<file path="src/rtl/icu_sequencer_pkg.sv">
// Shared definitions for the 1-bit ICU program sequencer: opcode encoding,
// run-control states and the opcode forced onto the ICU while not running.
package icu_sequencer_pkg;

  localparam int unsigned OPCODE_W = 4;

  // MC14500-style opcode map.
  typedef enum logic [OPCODE_W-1:0] {
    OP_NOPO = 4'h0,
    OP_LD   = 4'h1,
    OP_LDC  = 4'h2,
    OP_AND  = 4'h3,
    OP_ANDC = 4'h4,
    OP_OR   = 4'h5,
    OP_ORC  = 4'h6,
    OP_XNOR = 4'h7,
    OP_STO  = 4'h8,
    OP_STOC = 4'h9,
    OP_IEN  = 4'hA,
    OP_OEN  = 4'hB,
    OP_JMP  = 4'hC,
    OP_RTN  = 4'hD,
    OP_SKZ  = 4'hE,
    OP_NOPF = 4'hF
  } instruction_t;

  // Opcode presented to the ICU whenever the sequencer is not in RUN.
  localparam instruction_t NOPO = OP_NOPO;

  typedef enum logic [1:0] {
    SEQ_IDLE,
    SEQ_RUN,
    SEQ_HALTED
  } seq_state_t;

endpackage

</file>
<file path="src/rtl/icu_sequencer_if.sv">
// Bundle of run-control, program-memory and ICU-side signals of the sequencer.
// master: the sequencer; slave: the surrounding processor (ROM, ICU, control).
interface icu_sequencer_if #(
  parameter int unsigned ADDR_W = 8
);
  import icu_sequencer_pkg::*;

  logic                       start;
  logic [ADDR_W-1:0]          prog_addr;
  logic [OPCODE_W+ADDR_W-1:0] prog_data;
  instruction_t               instruction;
  logic [ADDR_W-1:0]          operand;
  logic                       icu_rst;
  logic                       jmp;
  logic                       rtn;
  logic                       flag_f;
  logic                       flag_o;
  logic                       running;
  logic                       stack_err;

  modport master (
    input  start, prog_data, jmp, rtn, flag_f, flag_o,
    output prog_addr, instruction, operand, icu_rst, running, stack_err
  );

  modport slave (
    output start, prog_data, jmp, rtn, flag_f, flag_o,
    input  prog_addr, instruction, operand, icu_rst, running, stack_err
  );

endinterface

</file>
<file path="src/rtl/icu_return_stack.sv">
// Return-address LIFO for JMP/RTN subroutine calls. Only compiled when
// ICU_CALL_STACK_EN is defined; the sequencer instantiates it in that build.
`ifdef ICU_CALL_STACK_EN
module icu_return_stack #(
  parameter int unsigned DEPTH = 4,
  parameter int unsigned WIDTH = 8
) (
  input  logic             clk,
  input  logic             rst,
  input  logic             push,
  input  logic             pop,
  input  logic [WIDTH-1:0] din,
  output logic             full,
  output logic             empty,
  output logic [WIDTH-1:0] top
);

  localparam int unsigned CNT_W = $clog2(DEPTH + 1);
  localparam int unsigned IDX_W = (DEPTH > 1) ? $clog2(DEPTH) : 1;

  logic [WIDTH-1:0] mem_q [DEPTH];
  logic [CNT_W-1:0] cnt_q;
  logic [IDX_W-1:0] wr_idx;
  logic [IDX_W-1:0] rd_idx;

  assign wr_idx = IDX_W'(cnt_q);
  assign rd_idx = IDX_W'(cnt_q - CNT_W'(1));
  assign full   = (cnt_q == CNT_W'(DEPTH));
  assign empty  = (cnt_q == '0);
  assign top    = mem_q[rd_idx];

  // Occupancy count; pop has priority so a simultaneous request never pushes.
  always_ff @(posedge clk) begin
    if (rst) begin
      cnt_q <= '0;
    end else if (pop && !empty) begin
      cnt_q <= cnt_q - CNT_W'(1);
    end else if (push && !full) begin
      cnt_q <= cnt_q + CNT_W'(1);
    end
  end

  // Entry storage; contents need no reset since the count gates every read.
  always_ff @(posedge clk) begin
    if (push && !full && !pop) begin
      mem_q[wr_idx] <= din;
    end
  end

endmodule
`endif

</file>
<file path="src/rtl/icu_sequencer.sv">
// Program sequencer for the 1-bit ICU: owns the PC, fetches from an
// asynchronous program memory, follows the ICU's jmp/rtn strobes and runs the
// IDLE/RUN/HALTED run-control FSM that gates the ICU reset.
// Optional return stack: define ICU_CALL_STACK_EN.
module icu_sequencer
  import icu_sequencer_pkg::*;
#(
  parameter int unsigned       ADDR_W       = 8,
  parameter int unsigned       STACK_DEPTH  = 4,
  parameter logic [ADDR_W-1:0] RESET_PC     = '0,
  parameter bit                HALT_ON_NOPF = 1'b1
) (
  input logic             clk,
  input logic             rst,
  icu_sequencer_if.master bus
);

  seq_state_t        state_q, state_d;
  logic [ADDR_W-1:0] pc_q, pc_d;
  logic [ADDR_W-1:0] pc_inc;
  logic [ADDR_W-1:0] operand;
  logic              unused_in;

  assign pc_inc  = pc_q + ADDR_W'(1);
  assign operand = bus.prog_data[ADDR_W-1:0];

  // flag_o is exported to the rest of the processor and has no PC effect.
  assign unused_in = bus.flag_o ^ (STACK_DEPTH != 0);

`ifdef ICU_CALL_STACK_EN
  logic              stk_push;
  logic              stk_pop;
  logic              stk_full;
  logic              stk_empty;
  logic [ADDR_W-1:0] stk_top;
  logic              err_set;
  logic              stack_err_q;

  icu_return_stack #(
    .DEPTH (STACK_DEPTH),
    .WIDTH (ADDR_W)
  ) u_return_stack (
    .clk   (clk),
    .rst   (rst),
    .push  (stk_push),
    .pop   (stk_pop),
    .din   (pc_inc),
    .full  (stk_full),
    .empty (stk_empty),
    .top   (stk_top)
  );

  // Sticky stack fault; only rst clears it.
  always_ff @(posedge clk) begin
    if (rst) begin
      stack_err_q <= 1'b0;
    end else if (err_set) begin
      stack_err_q <= 1'b1;
    end
  end

  assign bus.stack_err = stack_err_q;
`else
  assign bus.stack_err = 1'b0;
`endif

  // Run-control state and program counter.
  always_ff @(posedge clk) begin
    if (rst) begin
      state_q <= SEQ_IDLE;
      pc_q    <= RESET_PC;
    end else begin
      state_q <= state_d;
      pc_q    <= pc_d;
    end
  end

  // Next state and next PC; strobes refer to the instruction at pc_q.
  always_comb begin
    state_d = state_q;
    pc_d    = pc_q;
`ifdef ICU_CALL_STACK_EN
    stk_push = 1'b0;
    stk_pop  = 1'b0;
    err_set  = 1'b0;
`endif
    unique case (state_q)
      SEQ_IDLE: begin
        pc_d = RESET_PC;
        if (bus.start) state_d = SEQ_RUN;
      end
      SEQ_RUN: begin
        if (bus.rtn) begin
`ifdef ICU_CALL_STACK_EN
          if (stk_empty) begin
            pc_d    = pc_inc;
            err_set = 1'b1;
          end else begin
            pc_d    = stk_top;
            stk_pop = 1'b1;
          end
`else
          pc_d = pc_inc;
`endif
        end else if (bus.jmp) begin
          pc_d = operand;
`ifdef ICU_CALL_STACK_EN
          // A full stack drops the return address but the jump is still taken.
          if (stk_full) err_set  = 1'b1;
          else          stk_push = 1'b1;
`endif
        end else if (bus.flag_f && HALT_ON_NOPF) begin
          pc_d    = pc_inc;
          state_d = SEQ_HALTED;
        end else begin
          pc_d = pc_inc;
        end
      end
      SEQ_HALTED: begin
        if (bus.start) state_d = SEQ_RUN;
      end
      default: begin
        state_d = SEQ_IDLE;
        pc_d    = RESET_PC;
      end
    endcase
  end

  // Fetch path: outside RUN the ICU sees NOPO so it cannot act on stale words.
  always_comb begin
    bus.prog_addr   = pc_q;
    bus.operand     = operand;
    bus.icu_rst     = (state_q == SEQ_IDLE);
    bus.running     = (state_q == SEQ_RUN);
    bus.instruction = NOPO;
    if (state_q == SEQ_RUN) begin
      bus.instruction = instruction_t'(bus.prog_data[ADDR_W+OPCODE_W-1:ADDR_W]);
    end
  end

endmodule

</file>
<file path="src/flat_wrapper.sv">
// flat-port wrapper written by rule: the top's interface ports become plain ports
module icu_sequencer_flat import icu_sequencer_pkg::*;
#(
  parameter int unsigned       ADDR_W       = 8,
  parameter int unsigned       STACK_DEPTH  = 4,
  parameter logic [ADDR_W-1:0] RESET_PC     = '0,
  parameter bit                HALT_ON_NOPF = 1'b1
)
  (clk, rst, bus_start, bus_prog_data, bus_jmp, bus_rtn, bus_flag_f, bus_flag_o, bus_prog_addr, bus_instruction, bus_operand, bus_icu_rst, bus_running, bus_stack_err);
  icu_sequencer_if #(.ADDR_W(ADDR_W)) bus_i ();
  input logic clk;
  input logic rst;
  input wire logic [$bits(bus_i.start)-1:0] bus_start;
  input wire logic [$bits(bus_i.prog_data)-1:0] bus_prog_data;
  input wire logic [$bits(bus_i.jmp)-1:0] bus_jmp;
  input wire logic [$bits(bus_i.rtn)-1:0] bus_rtn;
  input wire logic [$bits(bus_i.flag_f)-1:0] bus_flag_f;
  input wire logic [$bits(bus_i.flag_o)-1:0] bus_flag_o;
  output wire logic [$bits(bus_i.prog_addr)-1:0] bus_prog_addr;
  output wire logic [$bits(bus_i.instruction)-1:0] bus_instruction;
  output wire logic [$bits(bus_i.operand)-1:0] bus_operand;
  output wire logic [$bits(bus_i.icu_rst)-1:0] bus_icu_rst;
  output wire logic [$bits(bus_i.running)-1:0] bus_running;
  output wire logic [$bits(bus_i.stack_err)-1:0] bus_stack_err;
  assign bus_i.start = bus_start;
  assign bus_i.prog_data = bus_prog_data;
  assign bus_i.jmp = bus_jmp;
  assign bus_i.rtn = bus_rtn;
  assign bus_i.flag_f = bus_flag_f;
  assign bus_i.flag_o = bus_flag_o;
  assign bus_prog_addr = bus_i.prog_addr;
  assign bus_instruction = bus_i.instruction;
  assign bus_operand = bus_i.operand;
  assign bus_icu_rst = bus_i.icu_rst;
  assign bus_running = bus_i.running;
  assign bus_stack_err = bus_i.stack_err;
  icu_sequencer #(.ADDR_W(ADDR_W), .STACK_DEPTH(STACK_DEPTH), .RESET_PC(RESET_PC), .HALT_ON_NOPF(HALT_ON_NOPF)) u_core (.clk(clk), .rst(rst), .bus(bus_i));
endmodule
</file>
<file path="config.mk">
export PLATFORM = sky130hd
export DESIGN_NAME = icu_sequencer_flat
export DESIGN_NICKNAME = d
export VERILOG_FILES = /design/src/rtl/icu_sequencer_pkg.sv /design/src/rtl/icu_sequencer_if.sv /design/src/rtl/icu_return_stack.sv /design/src/rtl/icu_sequencer.sv /design/src/flat_wrapper.sv
export SDC_FILE = /design/constraint.sdc
export NUM_CORES = 1
export LEC_CHECK = 0
export CAP_MARGIN = 0
export CELL_PAD_IN_SITES_DETAIL_PLACEMENT = 0
export CELL_PAD_IN_SITES_GLOBAL_PLACEMENT = 1
export CORE_AREA = 8 8 63 65
export DETAILED_ROUTE_END_ITERATION = 6
export DIE_AREA = 0 0 71 73
export MAX_ROUTING_LAYER = met4
export PLACE_DENSITY = 0.82
export SYNTH_ARGS = -nofsm -noshare
export SYNTH_HDL_FRONTEND = slang
export SYNTH_SLANG_ARGS = --single-unit
</file>
<file path="constraint.sdc">
create_clock -name clk -period 1.3 [get_ports clk]
set_input_delay 0.195 -clock clk [delete_from_list [all_inputs] [get_ports clk]]
set_output_delay 0.195 -clock clk [all_outputs]
set_load 0.005 [all_outputs]
</file>
# Yosys cells after proc, flatten, opt, wreduce, memory -nomap -nowiden
# Index checks and enable logic that the tools add are counted.
[classes] bitwise=0 n_eq_ne=6 muxes=9 order_cmp=0 reduce_logical=3 add_sub_neg=1 shifts=0 mul=0 div=0
[ops] op="two-way mux 8 bit" n=2
[ops] op="one-hot mux 8 bit (2 select lines)" n=1
[ops] op="adder 8 x 1 -> 8 bit (second input constant)" n=1
[ops] op="two-way mux 2 bit" n=4
[ops] op="!= test 2 bit (second input constant)" n=3
[ops] op="two-way mux 4 bit" n=1
[ops] op="one-hot mux 2 bit (2 select lines)" n=1
[ops] op="AND reduction 4 bit" n=1
[ops] op="== test 2 x 1 -> 1 bit (second input constant)" n=1
[ops] op="== test 2 bit (second input constant)" n=1
[ops] op="logical NOT 2 bit" n=1
[ops] op="!= test 2 x 1 -> 1 bit (second input constant)" n=1
[ops] op="OR reduction 2 bit" n=1
[word_totals] n_memories=0 regBits=10 mem_bits_rw=0 output_inout_bits=23 mem_bits_ro=0 elab_cells=21 latch_bits=0

# Depth between registers and ports, before layout
[logic_depth] depth_word=4 depth_mapped=5 ltp_nobuf=5

# Worst setup path after synthesis
# No wires, ideal clock.
[synth_timing] path_type="register -> register" start="reg u_core.pc_q[0], in the netlist u_core.bus.prog_addr[0]" end="reg u_core.pc_q[1], in the netlist u_core.bus.prog_addr[1]" required_time_ps=1173 setup_slack_ps=125 n_path_buf=0 setup_ps=127 path_stages_with_launch=5 t_arrival_ps=1048 cell_sequence="dfxtp_1 > ha_1 > mux2_2 > a22oi_1 > nor2_1"
[synth_between] elab_chain_cells=4
[synth_lines] element="start, declared" line="icu_sequencer.sv:19" text="logic [ADDR_W-1:0] pc_q, pc_d;"
[synth_lines] element="start signal, assigned" line="icu_sequencer.sv:74" text="pc_q <= pc_d;"
[synth_lines] element="adder 8 x 1 -> 8 bit *" line="icu_sequencer.sv:24" text="assign pc_inc = pc_q + ADDR_W'(1);"
[synth_lines] element="two-way mux 8 bit" line="icu_sequencer.sv:105" text="end else if (bus.jmp) begin"
[synth_lines] element="two-way mux 8 bit *" line="icu_sequencer.sv:93" text="if (bus.rtn) begin"
[synth_lines] element="one-hot mux 8 bit (2 select lines) *" line="icu_sequencer.sv:87" text="unique case (state_q)"
# Mark *: on every way between the ends. The rest lies on a longest branch, timed or not.
# A chain may end at the register's enable or synchronous reset.

# Final worst setup path
[layout_timing] start="reg u_core.state_q[1]" end="out bus_instruction[1]"
[layout_between] elab_chain_cells=2
[layout_lines] element="start, declared" line="icu_sequencer.sv:18" text="seq_state_t state_q, state_d;"
[layout_lines] element="start signal, assigned" line="icu_sequencer.sv:73" text="state_q <= state_d;"
[layout_lines] element="== test 2 x 1 -> 1 bit" line="icu_sequencer.sv:136" text="if (state_q == SEQ_RUN) begin"
[layout_lines] element="two-way mux 4 bit" line="icu_sequencer.sv:136"
[layout_lines] element="end, declared" line="flat_wrapper.sv:20" text="output wire logic [$bits(bus_i.instruction)-1:0] bus_instruction;"
# Every way passes these cells.

==> summary.txt <==
Placement
  • Area of placed instances: 1160 um^2
  • Hpwl dp: approximately 1.8 mm
  • Pre-CTS WS: -219 ps
  • GP Congestion: about 0.78
  • Buffers on Ports: 39

Power
  • Pwr/cell area: 631 nW/um^2
  • Pleak: 0.547 nW
  • Int Pwr: 0.000572 W
  • Worst vdd ir: about 0.00021 V
  • Clock power share: between 20% and 30%
  • Comb power frac: between 30% and 40%
  • Sw Ratio: 26.5%
  • Sw power: 0.000206 W
  • Sequential power share: 41.3%

Cells and area
  • Util after Layout: 41.8%
  • Register area: 216 um^2
  • Ant. Diodes: 0
  • Share of cells above drive strength 1: 36.8%
  • Area of the multi-input gates: 409 um^2
  • Area grow syn2layout: 80.9%
  • Final net count: 158
  • Fillcell total: 313
  • Design area: 1230 um^2

Drt
  • Routed WL: 2.25 mm
  • WL per Instance: about 13 um
  • DRC: 0
  • Routed vias: 789
  • Iteration-0 DRC Markers: 39
  • Drt first pass iters: 5
  • Final ANT Viol Nets: 0
  • Via density per instance: 4.67

Clock tree
  • CTS Buffer Depth: 2
  • Clk_lat worst skew: 260 ps
  • Cts bufs inserted: 3
  • H-tree depth: 1
  • CTS clock-pin slew for the worst setup and hold paths: roughly 70 ps
  • CTS Root Buffer Type: clkbuf_4
  • Clk sinks: 10
  • CTS tree: built
  • Post-CTS Hold Buffers: 0

Global routing
  • Number of global-route vias before repair: just over 800
  • Gr busiest metal: met2
  • Met2 Use GR: about 15%
  • Largest net degree at the start of global routing: 15
  • Global Route Usage Sum: 9.13%
  • Congestion Overflow GR: 0
  • Antenna violations before repair: 0
  • Met1 global-route usage: approximately a tenth
  • Global-route wire length before repair: approximately 3.7 mm
  • GR Util met3: 4.12%

Synthesis
  • Most frequent cells after synthesis: buf_4, dfxtp_1, a21oi_1
  • Post-synthesis sequential area ratio: between 20% and 30%
  • Top-area cell type share of the netlist area: 29.4%
  • Post-Syn Area: between 600 and 700 um^2
  • EDFF count, synth: 0
  • Yosys top cell by area: dfxtp_1
  • Top cells by area, synth: dfxtp_1, buf_4, a21oi_1
  • Ys flop type: dfxtp_1
  • Avg Cell Area, Syn: just under 8 um^2
  • Net Count, Synth: about 110
  • Synth cell types: 32
  • Post-Syn Instances: 87
  • FF+latch count, synth: 10
  • Synth Warn #: 0
  • Async S/R FF share, synth: 0%

STA
  • Fin. max-slew vios: 0
  • Setup WS post-layout: between 70 and 80 ps
  • TNS Setup: 0 ps
  • Fin crit share: a little over nine tenths
  • Layout Skew: 2.28 ps
  • RSZ-0062 raised after global routing: false
  • Fmax: between 800 and 900 MHz
  • Final setup viols: 0
  • Min cycle time layout: 1230 ps
  • Hold_ws: 528 ps
  • Endpoints failing hold: 0

Setup path
  • Worst reg2reg endpoint: u_core.bus.prog_addr[5]
  • FF-to-FF path depth: 5
  • CP Launch Point: u_core.state_q[1]
  • CP Data Required Time: 1110 ps
  • FF-to-FF setup slack: 90 ps
  • Reg2reg start: u_core.state_q[0]
  • Crit end category: output pin
  • Crit path max fanout: 6
  • Critical Path Source Type: flip-flop
  • WS Path Type: reg2out
  • Worst EP arrival: ~1000 ps

Hold path
  • Hold Path End: u_core.bus.prog_addr[4]
  • Hold Startpoint: u_core.bus.prog_addr[4]
  • Worst Hold Class: reg2reg
  • Hold path cells: 2

Outcome
  • Status: completed

Floorplan
  • Full die area: 5180 um^2
  • Die Span Y: 73 um
  • Row count: 20
  • Initial Util: 23.1%
  • Core area: between 2000 and 3000 um^2
  • IO Pins: 42
  • Die width: 71 um

Job
  • Max Cap Viol: 0
cell type report:
type,instances,area share (%)
Multi-Input combinational cell,60,33.2
Sequential cell,10,17.5
Timing Repair Buffer,59,42.7
Tap cell,33,3.35
Clock buffer,3,1.83
Inverter,4,1.42
cell usage in the layout (no fill, tap or decap), drive strengths merged:
cell type	n
buf	24
clkdlybuf4s50	17
dlygate4sd2	15
dfxtp	10
a21oi	9
nor2	8
nor3	5
and2	5
inv	4
nand3	4
nand2b	4
clkbuf	4
o21ai	3
o32ai	3
a32oi	2
nand2	2
xnor2	2
o22ai	2
dlymetal6s2s	2
nor2b	2
a22oi	2
nor3b	1
mux2	1
nand3b	1
or3	1
nor4	1
ha	1
conb	1
critical path: stages (launching register included):
cell      delay [ps]
dfxtp_2          320
nand2b_4         140
inv_4             70
and2_4           140
buf_2            100
timing repair:
item | 4_1_cts | 5_1_grt
gates resized for setup | 47 | 11
setup buffers | 3 | 1
pin swaps | 1 | 0
endpoints found under the setup margin | 22 | 9
cloned | 0 | 0
layer usage:
layer | share of wire (%) | wire (um) | up-vias
met5 | 0 | 0 | -
met2 | 47 | 1060 | 31
met4 | 0.89 | 20 | 0
met3 | 7.8 | 176 | 2
met1 | 44 | 998 | 360
li1 | - | - | 396
power by group through the flow:
stage | clock (W) | combinational (W) | sequential [W]
after floorplan | 0 | 0.0000930 | 0.000330
after CTS | 0.000223 | 0.000242 | 0.000321
after detailed placement | 0 | 0.000248 | 0.000330
after global routing | 0.000240 | 0.000269 | 0.000322
final | 0.000211 | 0.000246 | 0.000321
after global placement | 0 | 0.000246 | 0.000330
stage by stage:
step / total power [W] / std cells
final: 0.000778 / 169
after global routing: 0.000830 / 169
after CTS: 0.000786 / 169
after detailed placement: 0.000578 / 163
after global placement: 0.000576 / 163
after floorplan: 0.000423 / 87
cells by family after synthesis:
group / share of synthesized area, %
AOI/OAI and AO/OA: 19.3
buffers and inverters: 15.2
other: 0.550
DFF: 29.4
xor gates and xnor gates: 2.57
and+or+nand+nor: 29.5
muxes: 1.65
adders and majority gates: 1.83
flip-flops by register name, summed over array words and instances (netlist names):
| register | cells |
|---|---|
| u_core.bus.prog_addr | 8 |
| u_core.state_q | 2 |
worst max path at each step:
stage | to | slack [ps] | cells past startpoint
2_1_floorplan | u_core.bus.prog_addr[1] | 130 | 4
3_3_place_gp | u_core.bus.prog_addr[1] | -200 | 5
3_5_place_dp | u_core.bus.prog_addr[1] | -220 | 5
4_1_cts | bus_instruction[1] | -40 | 4
5_1_grt | bus_running | 6 | 3
6_report | bus_instruction[1] | 70 | 4
Note: power is estimated with default switching activity, not from simulation.
